## src/rtl/button_debouncer.sv

```systemverilog
// Front-panel pushbutton conditioner: 2-flop synchroniser, stable-count debounce
// filter, and registered level plus press/release/long-press strobes.
// Latency: a pin change that is stable from before edge e0 shows up after edge
// e(DEBOUNCE_CYCLES+1). There is no backpressure; the strobes are one-cycle pulses.
// Ports:
//   clk         system clock
//   rst_n       asynchronous active-low reset
//   in          raw asynchronous button/switch pin
//   btn_level   debounced pressed level
//   btn_press   one-cycle strobe when a press is accepted
//   btn_release one-cycle strobe when a release is accepted
//   btn_long    one-cycle strobe when the hold time is reached (at most once per press)
module button_debouncer #(
  parameter int unsigned DEBOUNCE_CYCLES = 1000000,
  parameter int unsigned HOLD_CYCLES     = 50000000,
  parameter bit          ACTIVE_LOW      = 1'b0
) (
  input  logic clk,
  input  logic rst_n,
  input  logic in,
  output logic btn_level,
  output logic btn_press,
  output logic btn_release,
  output logic btn_long
);

  localparam int DEB_W  = $clog2(DEBOUNCE_CYCLES + 1);
  // A zero-width counter is illegal, so a disabled hold timer still gets one bit.
  localparam int HOLD_W = (HOLD_CYCLES == 0) ? 1 : $clog2(HOLD_CYCLES + 1);
  localparam bit HOLD_EN = (HOLD_CYCLES != 0);
  localparam logic [DEB_W-1:0]  DEB_LAST = DEB_W'(DEBOUNCE_CYCLES - 1);
  localparam logic [HOLD_W-1:0] HOLD_MAX = HOLD_W'(HOLD_CYCLES);

  // A one-cycle filter would collapse into a plain synchroniser.
  if (DEBOUNCE_CYCLES < 2) begin : g_param_check
    $error("button_debouncer: DEBOUNCE_CYCLES must be >= 2");
  end

  typedef enum logic [1:0] {
    IDLE,
    PRESS_WAIT,
    PRESSED,
    RELEASE_WAIT
  } state_t;

  state_t            state, state_nxt;
  logic              s1, s2;
  logic              p;
  logic [DEB_W-1:0]  deb_cnt, deb_cnt_nxt;
  logic [HOLD_W-1:0] hold_cnt, hold_inc;
  logic              level_nxt, press_nxt, release_nxt, hold_clear;

  // Polarity is applied before synchronisation. The sync flops then reset to the
  // not-pressed value whatever the pin polarity is.
  assign p = in ^ ACTIVE_LOW;

  always_ff @(posedge clk or negedge rst_n) begin
    if (!rst_n) begin
      s1 <= 1'b0;
      s2 <= 1'b0;
    end else begin
      s1 <= p;
      s2 <= s1;
    end
  end

  // State, counter and output registers.
  always_ff @(posedge clk or negedge rst_n) begin
    if (!rst_n) begin
      state       <= IDLE;
      deb_cnt     <= '0;
      btn_level   <= 1'b0;
      btn_press   <= 1'b0;
      btn_release <= 1'b0;
    end else begin
      state       <= state_nxt;
      deb_cnt     <= deb_cnt_nxt;
      btn_level   <= level_nxt;
      btn_press   <= press_nxt;
      btn_release <= release_nxt;
    end
  end

  // Next-state logic. deb_cnt counts consecutive samples that disagree with the
  // accepted level. Any agreeing sample drops the FSM back to its stable state.
  always_comb begin
    state_nxt   = state;
    deb_cnt_nxt = deb_cnt;
    level_nxt   = btn_level;
    press_nxt   = 1'b0;
    release_nxt = 1'b0;
    hold_clear  = 1'b0;
    case (state)
      IDLE: begin
        if (s2) begin
          state_nxt   = PRESS_WAIT;
          deb_cnt_nxt = DEB_W'(1);
        end
      end
      PRESS_WAIT: begin
        if (!s2) begin
          state_nxt   = IDLE;
          deb_cnt_nxt = '0;
        end else if (deb_cnt == DEB_LAST) begin
          state_nxt   = PRESSED;
          deb_cnt_nxt = '0;
          level_nxt   = 1'b1;
          press_nxt   = 1'b1;
          hold_clear  = 1'b1;
        end else begin
          deb_cnt_nxt = deb_cnt + DEB_W'(1);
        end
      end
      PRESSED: begin
        if (!s2) begin
          state_nxt   = RELEASE_WAIT;
          deb_cnt_nxt = DEB_W'(1);
        end
      end
      RELEASE_WAIT: begin
        // A release glitch returns to PRESSED without touching the hold timer.
        if (s2) begin
          state_nxt   = PRESSED;
          deb_cnt_nxt = '0;
        end else if (deb_cnt == DEB_LAST) begin
          state_nxt   = IDLE;
          deb_cnt_nxt = '0;
          level_nxt   = 1'b0;
          release_nxt = 1'b1;
        end else begin
          deb_cnt_nxt = deb_cnt + DEB_W'(1);
        end
      end
      default: begin
        state_nxt   = IDLE;
        deb_cnt_nxt = '0;
        level_nxt   = 1'b0;
      end
    endcase
  end

  assign hold_inc = hold_cnt + HOLD_W'(1);

  // The hold timer runs while the registered level is high and saturates at
  // HOLD_CYCLES. Because it saturates, btn_long can fire only once per press.
  // On the edge that accepts a release the level is still high, so the timer
  // can reach the limit on that same edge and btn_long coincides with btn_release.
  always_ff @(posedge clk or negedge rst_n) begin
    if (!rst_n) begin
      hold_cnt <= '0;
      btn_long <= 1'b0;
    end else if (hold_clear) begin
      hold_cnt <= '0;
      btn_long <= 1'b0;
    end else if (HOLD_EN && btn_level && (hold_cnt != HOLD_MAX)) begin
      hold_cnt <= hold_inc;
      btn_long <= (hold_inc == HOLD_MAX);
    end else begin
      btn_long <= 1'b0;
    end
  end

endmodule

```

## config.mk

```make
export PLATFORM = sky130hd
export DESIGN_NAME = button_debouncer
export DESIGN_NICKNAME = d
export VERILOG_FILES = /design/src/rtl/button_debouncer.sv
export SDC_FILE = /design/constraint.sdc
export NUM_CORES = 1
export LEC_CHECK = 0
export BUFFER_PORTS_ARGS = -buffer_cell sky130_fd_sc_hd__buf_4
export CORE_ASPECT_RATIO = 1.1
export CORE_MARGIN = 3
export CORE_UTILIZATION = 40
export DETAILED_ROUTE_END_ITERATION = 8
export PLACE_DENSITY_LB_ADDON = 0.1
export SYNTH_ARGS = -nofsm -noshare
export SYNTH_HDL_FRONTEND = slang
export SYNTH_SLANG_ARGS = --single-unit
```

## constraint.sdc

```tcl
create_clock -name clk -period 3.22 [get_ports clk]
set_clock_uncertainty 0.05 [all_clocks]
set_input_delay 0.322 -clock clk [delete_from_list [all_inputs] [get_ports clk]]
set_output_delay 0.322 -clock clk [all_outputs]
set_load 0.02 [all_outputs]
```

==> impl_results.md, run 1 <==
* Unique cell type count in the Yosys netlist at a little over 50
* Pins Over Slew Limit at 0
* Most common cell after layout, fill and taps aside: nor2_1
* Synthesized flop and latch total at 54
* Rows at 33
* DRC at 0
* Clock buffer count from CTS at 5
* Crit Path Max Fanout at 8
* Top post-synthesis cells by area: dfrtp_1 41%, nor2_1 6.7%, xor2_1 6.4%
* Worst-margin pin slew at around 0.71 ns
* Seq/Total Area, Yosys at between 40% and 50%
* Core area at 7720 um2
* Syn_nets at roughly 380
* CP arrival at 2.66 ns
* First-pass DRT Iterations at 4
* Ys Warns at 0
* Routed via count at about 2700
* Clock root cell: clkbuf_8
* Share of cells above drive strength 1 at 8.53%
* Leak pwr at between 0.001 and 0.0015 uW
* Quantity of hold-fixing buffers added after cts at 0
* Total negative slack at 0 ns
* Layout area overhead at 5.66%
* Syn avg cell area at a little under 9 um2
* Setup Buffers After CTS at 0
* Fillers at 806
* Die Ht at between 100 and 150 um
* Wire per inst at approximately 15 um
* Worst Path Buf+Inv at 0
* Post-synth ARST share at 100%
* Top_reg_cell synth: dfrtp_1
* Cell Pwr Density at 328 nW/um2
* Io pins at 7
* Effective utilization at floorplan at 42.4%
* Slowest stage delay, CP at between 0.5 and 0.6 ns
* Fmax achieved at 403 MHz
* CP required at 3.39 ns
* Diodes inserted at 0
* Synth Instances at ~380
* Share of the synthesized area in the top cell type at 41.3%
* DP Cell Count at about 470
* First-pass GRT wire length at 12.5 mm
* Post-synth EDFFs at 0
* Die Wd at 92.3 um
* Clk sinks at 54
* Max_cap viols at 0
* Grt total ovfl at 0
* Die area at 9310 um2
* Largest net degree at the start of global routing at 55
* Number of routed nets with antenna violations at 0
* WS Path Type: flip-flop to flip-flop
* RSZ-0062 raised after global routing: no
* Min Tclk post-route at 2.48 ns
* Final Instance Count excl. Fillers at 480
* Final wirelength at between 7 and 8 mm
* Reg2Reg Depth at 7
* Final setup violation count at 0
* Crit path cell chain: ha_1, nand2_1, or4_4, or3_1, nor2_1, o2111ai_1, nor4bb_1
* WP depth at 7
* Final worst-path cycle share at just under 80%
* H-tree depth at 2
* GRT Util Overall at about 17%
* CP top delay family: simple AND/OR/NAND/NOR gates
* Number of global-route vias before repair at between 2000 and 3000
* Initial DRC Count at between 100 and 150
* Peak VDD IR at ~160 uV
* Clk buf depth at 2
* Hold Crit Class: input port to asynchronous set/reset pin
* Clock Pin Slew Worst Setup and Hold Paths at ~0.10 ns
* Endpoints failing hold at 9
* Failing checks: negative hold slack
* CP startpoint kind: flip-flop
* Skew-Pair Late Insertion Delay at between 0.3 and 0.4 ns
* Leading area contributor after synthesis: dfrtp_1
* Worst Hold Margin at -0.00708 ns
* Slowest-stage cell, CP: or4_4
* CTS tree: done
* Routability cong. at between 0.8 and 0.9
* Vias/cell at 5.60
* Most frequent cells in the layout: 58 x nor2_1, 54 x dfrtp_1, 31 x o21ai_0
* Status: complete, but fails checks
* Post-CTS resize count at 0
* Mapped cell area at 3270 um2
* DP HPWL at slightly below 5 mm
* Nets at approximately 380
* Headroom to the max-slew limit at 52.8%
* Crit. End Element: flip-flop
* Number of port buffers at 6
* Antenna violations before repair at 0
where the power goes:
part / total [uW] / internal [uW] / switching (uW)
sequential: 690 / 684 / 5.94
clock: 400 / 158 / 242
combinational: 43.8 / 12.9 / 30.9
kinds of logic after synthesis:
group,after synthesis,synth area share [%]
XOR/XNOR,32,8.56
buffers and inverters,29,5.20
AND/OR/NAND/NOR,190,30.6
AO/OA/AOI/OAI,65,12.2
multiplexers,2,0.650
adder cells (fa/ha/maj),4,1.53
flip-flops,54,41.3
worst paths after layout:
kind / endpoint / slack [ns] / from
worst max-delay path: btn_long / 0.74 / hold_cnt[0]
worst min-delay path: hold_cnt[14] / -0.007 / rst_n
worst max register to register: btn_long / 0.74 / hold_cnt[0]
worst min register to register: s2 / 0.32 / s1
max in group asynchronous: hold_cnt[0] / 2.65 / rst_n
min in group clk: s1 / 0.05 / in
sequential cells by signal, indices dropped and copies added (netlist names), named ones only:
name	count
btn_level	1
btn_long	1
state	1
btn_press	1
btn_release	1
s1	1
s2	1
hold_cnt	26
deb_cnt	20
cell usage after synthesis, drive strengths merged (2+ instances only):
cell type	n
and3	10
or2	2
and4	6
nor3	9
nand2	30
clkbuf	11
nor4bb	3
ha	4
nor2	58
nor4	6
buf	11
nand4	25
o2111ai	2
nor4b	3
and2	3
xnor2	8
dfrtp	54
a31oi	6
a211oi	2
xor2	24
o21a	2
o21ai	31
a22o	2
o31ai	4
o21bai	2
or3	2
a21oi	7
nand3	27
inv	7
nand2b	2
metal layers:
layer | global-route usage [%] | routed length (um)
met3 | 2.99 | 169
met5 | 0 | 0
met1 | 20.4 | 3240
met4 | 5.49 | 104
met2 | 29.1 | 3750
worst register-to-register path, stage by stage, from the launching register on:
cell and delay, ns:
dfrtp_1 0.49, ha_1 0.29, nand2_1 0.13, or4_4 0.54, or3_1 0.37, nor2_1 0.12
o2111ai_1 0.13, nor4bb_1 0.29
metrics by stage:
stage | area (um2) | setup WS [ns] | total power [uW] | utilization [%] | hold slack, ns
final | 3460 | 0.738 | 1130 | 44.8 | -0.00708
after global routing | 3460 | 0.555 | 1190 | 44.8 | 0.0232
after CTS | 3460 | 0.742 | 1160 | 44.8 | 0.0155
after detailed placement | 3370 | 0.759 | 748 | 43.6 | 0.293
after global placement | 3370 | 0.849 | 748 | 43.6 | 0.283
after floorplan | 3270 | 0.951 | 723 | - | -0.0236
area by class of cell:
cell class	instances	area [um2]	area share, %
multi-input cells	293	1760	50.9
flip-flops and latches	54	1350	39.1
well taps	105	131	3.80
repair buffers	13	97.6	2.82
clock buffers	5	68.8	1.99
inverters	7	26.3	0.760
clock inverters	3	22.5	0.651
(Power assumes the default switching activity.)
==> run 2: changes to the inputs <==
==> constraint.sdc (replaced) <==
create_clock -name clk -period 2.08 [get_ports clk]
set_clock_uncertainty 0.05 [all_clocks]
set_input_delay 0.208 -clock clk [delete_from_list [all_inputs] [get_ports clk]]
set_output_delay 0.208 -clock clk [all_outputs]
set_load 0.02 [all_outputs]
==> impl_results.md, run 2 (synthesis gave the netlist of run 1 again) <==
* Final worst-path cycle share at 101% (+24 points)
* Max_cap viols at 0 (unchanged)
* Clock root cell: clkbuf_8
* Reg2Reg Depth at 7 (unchanged)
* First-pass DRT Iterations at 4 (unchanged)
* Crit. End Element: flip-flop
* Number of port buffers at 6 (unchanged)
* Crit Path Max Fanout at 4 (-4)
* Wire per inst at 15.4 um (+1.3%)
* CTS tree: done
* Slowest-stage cell, CP: or4_4
* Sw Pwr at 432 uW (+55%)
* Effective utilization at floorplan at 42.4% (unchanged)
* Slowest stage delay, CP at 0.52 ns (-0.02 ns)
* Setup slack after layout at -0.0275 ns (-0.766 ns)
* CP required at 2.25 ns (-1.14 ns)
* Initial DRC Count at 104 (-14%)
* DP Cell Count at 526 (+11%)
* Post-layout util at 52.2% (+7.4 points)
* CP top delay family: simple AND/OR/NAND/NOR gates
* Reg2reg end: btn_long
* Antenna violations before repair at 0 (unchanged)
* Fmax achieved at 474 MHz (+18%)
* Status: complete, but fails checks
* Placed inst area at 3790 um2 (+12%)
* Grt total ovfl at 0 (unchanged)
* Routed via count at 2947 (+9.7%)
* Final Instance Count excl. Fillers at 541 (+13%)
* Largest net degree at the start of global routing at 55 (unchanged)
* Hold path startpoint: s1
* Comb power frac at 4.4% (+0.5 points)
* Endpoints failing hold at 0 (-9)
* Final setup violation count at 1 (+1)
* Die area at 9310 um2 (unchanged)
* Hold Path Cell Cnt at 0
* Reg power frac at 60.8% (about the same)
* Vias/cell at 5.45 (-2.7%)
* Cell Pwr Density at 436 nW/um2 (+33%)
* Skew-Pair Late Insertion Delay at 0.32 ns (about the same)
* Peak VDD IR at 281 uV (+74%)
* Nets at 442 (+16%)
* First-pass GRT wire length at 13.9 mm (+11%)
* GRT Util Overall at 18.4% (+1.9 points)
* Clk sinks at 54 (unchanged)
* Worst-margin pin slew at 0.705 ns (-0.00277 ns)
* Die Ht at 101 um (unchanged)
* Number of routed nets with antenna violations at 0 (unchanged)
* Failing checks: negative setup slack
* Min Tclk post-route at 2.11 ns (-0.374 ns)
* Core area at 7720 um2 (unchanged)
* WS Path Type: flip-flop to flip-flop
* RSZ-0062 raised after global routing: yes
* Pint at 1320 uW (+55%)
* Leak pwr at 0.00179 uW (+22%)
* Layout area overhead at 23.1%
* Die Wd at 92.3 um (unchanged)
* Most common cell after layout, fill and taps aside: buf_4
* Post-route cell area at 4030 um2 (+16%)
* CP startpoint kind: flip-flop
* Clock buffer count from CTS at 5 (unchanged)
* DP HPWL at 5.82 mm (+17%)
* Final wirelength at 8.31 mm (+14%)
* RR Startpoint: hold_cnt[0]
* Switching fraction of total power at 24.6% (about the same)
* Most frequent cells in the layout: 69 x buf_4, 55 x nor2_1, 50 x dfrtp_1
* Clock Power Share at 34.8% (-0.5 points)
* Max FFs per register at 26 (unchanged)
* Clock Pin Slew Worst Setup and Hold Paths at 0.12 ns (+0.02 ns)
* Hold Crit Class: flip-flop to flip-flop
* Crit path cell chain: ha_4, nand2_4, or4_4, or3_4, nor2_4, o2111ai_2, nor4bb_1
* Io pins at 7 (unchanged)
* Worst Hold Endpoint: s2
* Pins Over Slew Limit at 0 (unchanged)
* Rows at 33 (unchanged)
* CP arrival at 2.28 ns (-0.38 ns)
* DRC at 0 (unchanged)
* Headroom to the max-slew limit at 53.0% (+0.18 points)
* Number of global-route vias before repair at 2915 (+14%)
* Biggest register: hold_cnt
* Diodes inserted at 0 (unchanged)
* Fillers at 755 (-6.3%)
* Clk buf depth at 2 (unchanged)
* Routability cong. at 0.945 (+12%)
* Biggest regs: hold_cnt x26, deb_cnt x20
* Share of cells above drive strength 1 at 25.7% (+17 points)
* Setup slack, reg-to-reg at -0.03 ns (-0.77 ns)
* Worst Path Buf+Inv at 0 (unchanged)
* Worst Hold Margin at 0.308 ns (+0.315 ns)
* H-tree depth at 2 (unchanged)
run 2: per-stage QoR:
stage | power, uW | worst slack, ns | TNS (ns)
finish | 1760 | -0.0275 | -0.0275
global route | 1840 | -0.107 | -1.20
CTS | 1790 | -0.0462 | -0.0462
detailed placement | 1160 | -0.0965 | -0.163
global placement | 1160 | -0.0788 | -0.0851
floorplan | 1120 | -0.0124 | -0.0124
run 2: worst max-delay path by stage:
stage	depth (start not counted)	slack [ns]	from	endpoint
finish	7	-0.03	hold_cnt[0]	btn_long
floorplan	7	-0.01	hold_cnt[0]	btn_long
global route	7	-0.11	hold_cnt[0]	btn_long
CTS	7	-0.05	hold_cnt[0]	btn_long
detailed placement	7	-0.1	hold_cnt[1]	btn_long
global placement	8	-0.08	hold_cnt[0]	btn_long
run 2: cell type report:
cell class | instances | area [um2] | area share (%)
Multi-Input combinational cell | 293 | 1850 | 46.0
Inverter | 7 | 26.3 | 0.652
Clock buffer | 5 | 68.8 | 1.71
Timing Repair Buffer | 74 | 572 | 14.2
Tap cell | 105 | 131 | 3.26
Clock inverter | 3 | 18.8 | 0.466
Sequential cell | 54 | 1360 | 33.7
run 2: per-layer routing:
layer / vias up / share of wire, % / GRT usage, %
met4: 0 / 1.3 / 6.17
met5: - / 0 / 0
met3: 10 / 2.9 / 2.69
li1: 1461 / - / -
met1: 1419 / 45 / 23.5
met2: 57 / 51 / 32.1
run 2: power groups by stage:
stage | clock network, uW | registers [uW] | logic [uW]
finish | 611 | 1070 | 77.4
global route | 679 | 1070 | 89.9
CTS | 645 | 1070 | 78.3
detailed placement | 0 | 1090 | 74.8
global placement | 0 | 1090 | 73.9
floorplan | 0 | 1090 | 33.8
run 2: repair_timing:
item | in CTS | in global routing
hold endpoints to repair | 55 | 0
gates cloned | 0 | 1
pin swaps | 4 | 5
hold buffers | 2 | 0
setup endpoints to repair | 11 | 45
buffers inserted | 1 | 3
resized for setup | 3 | 22
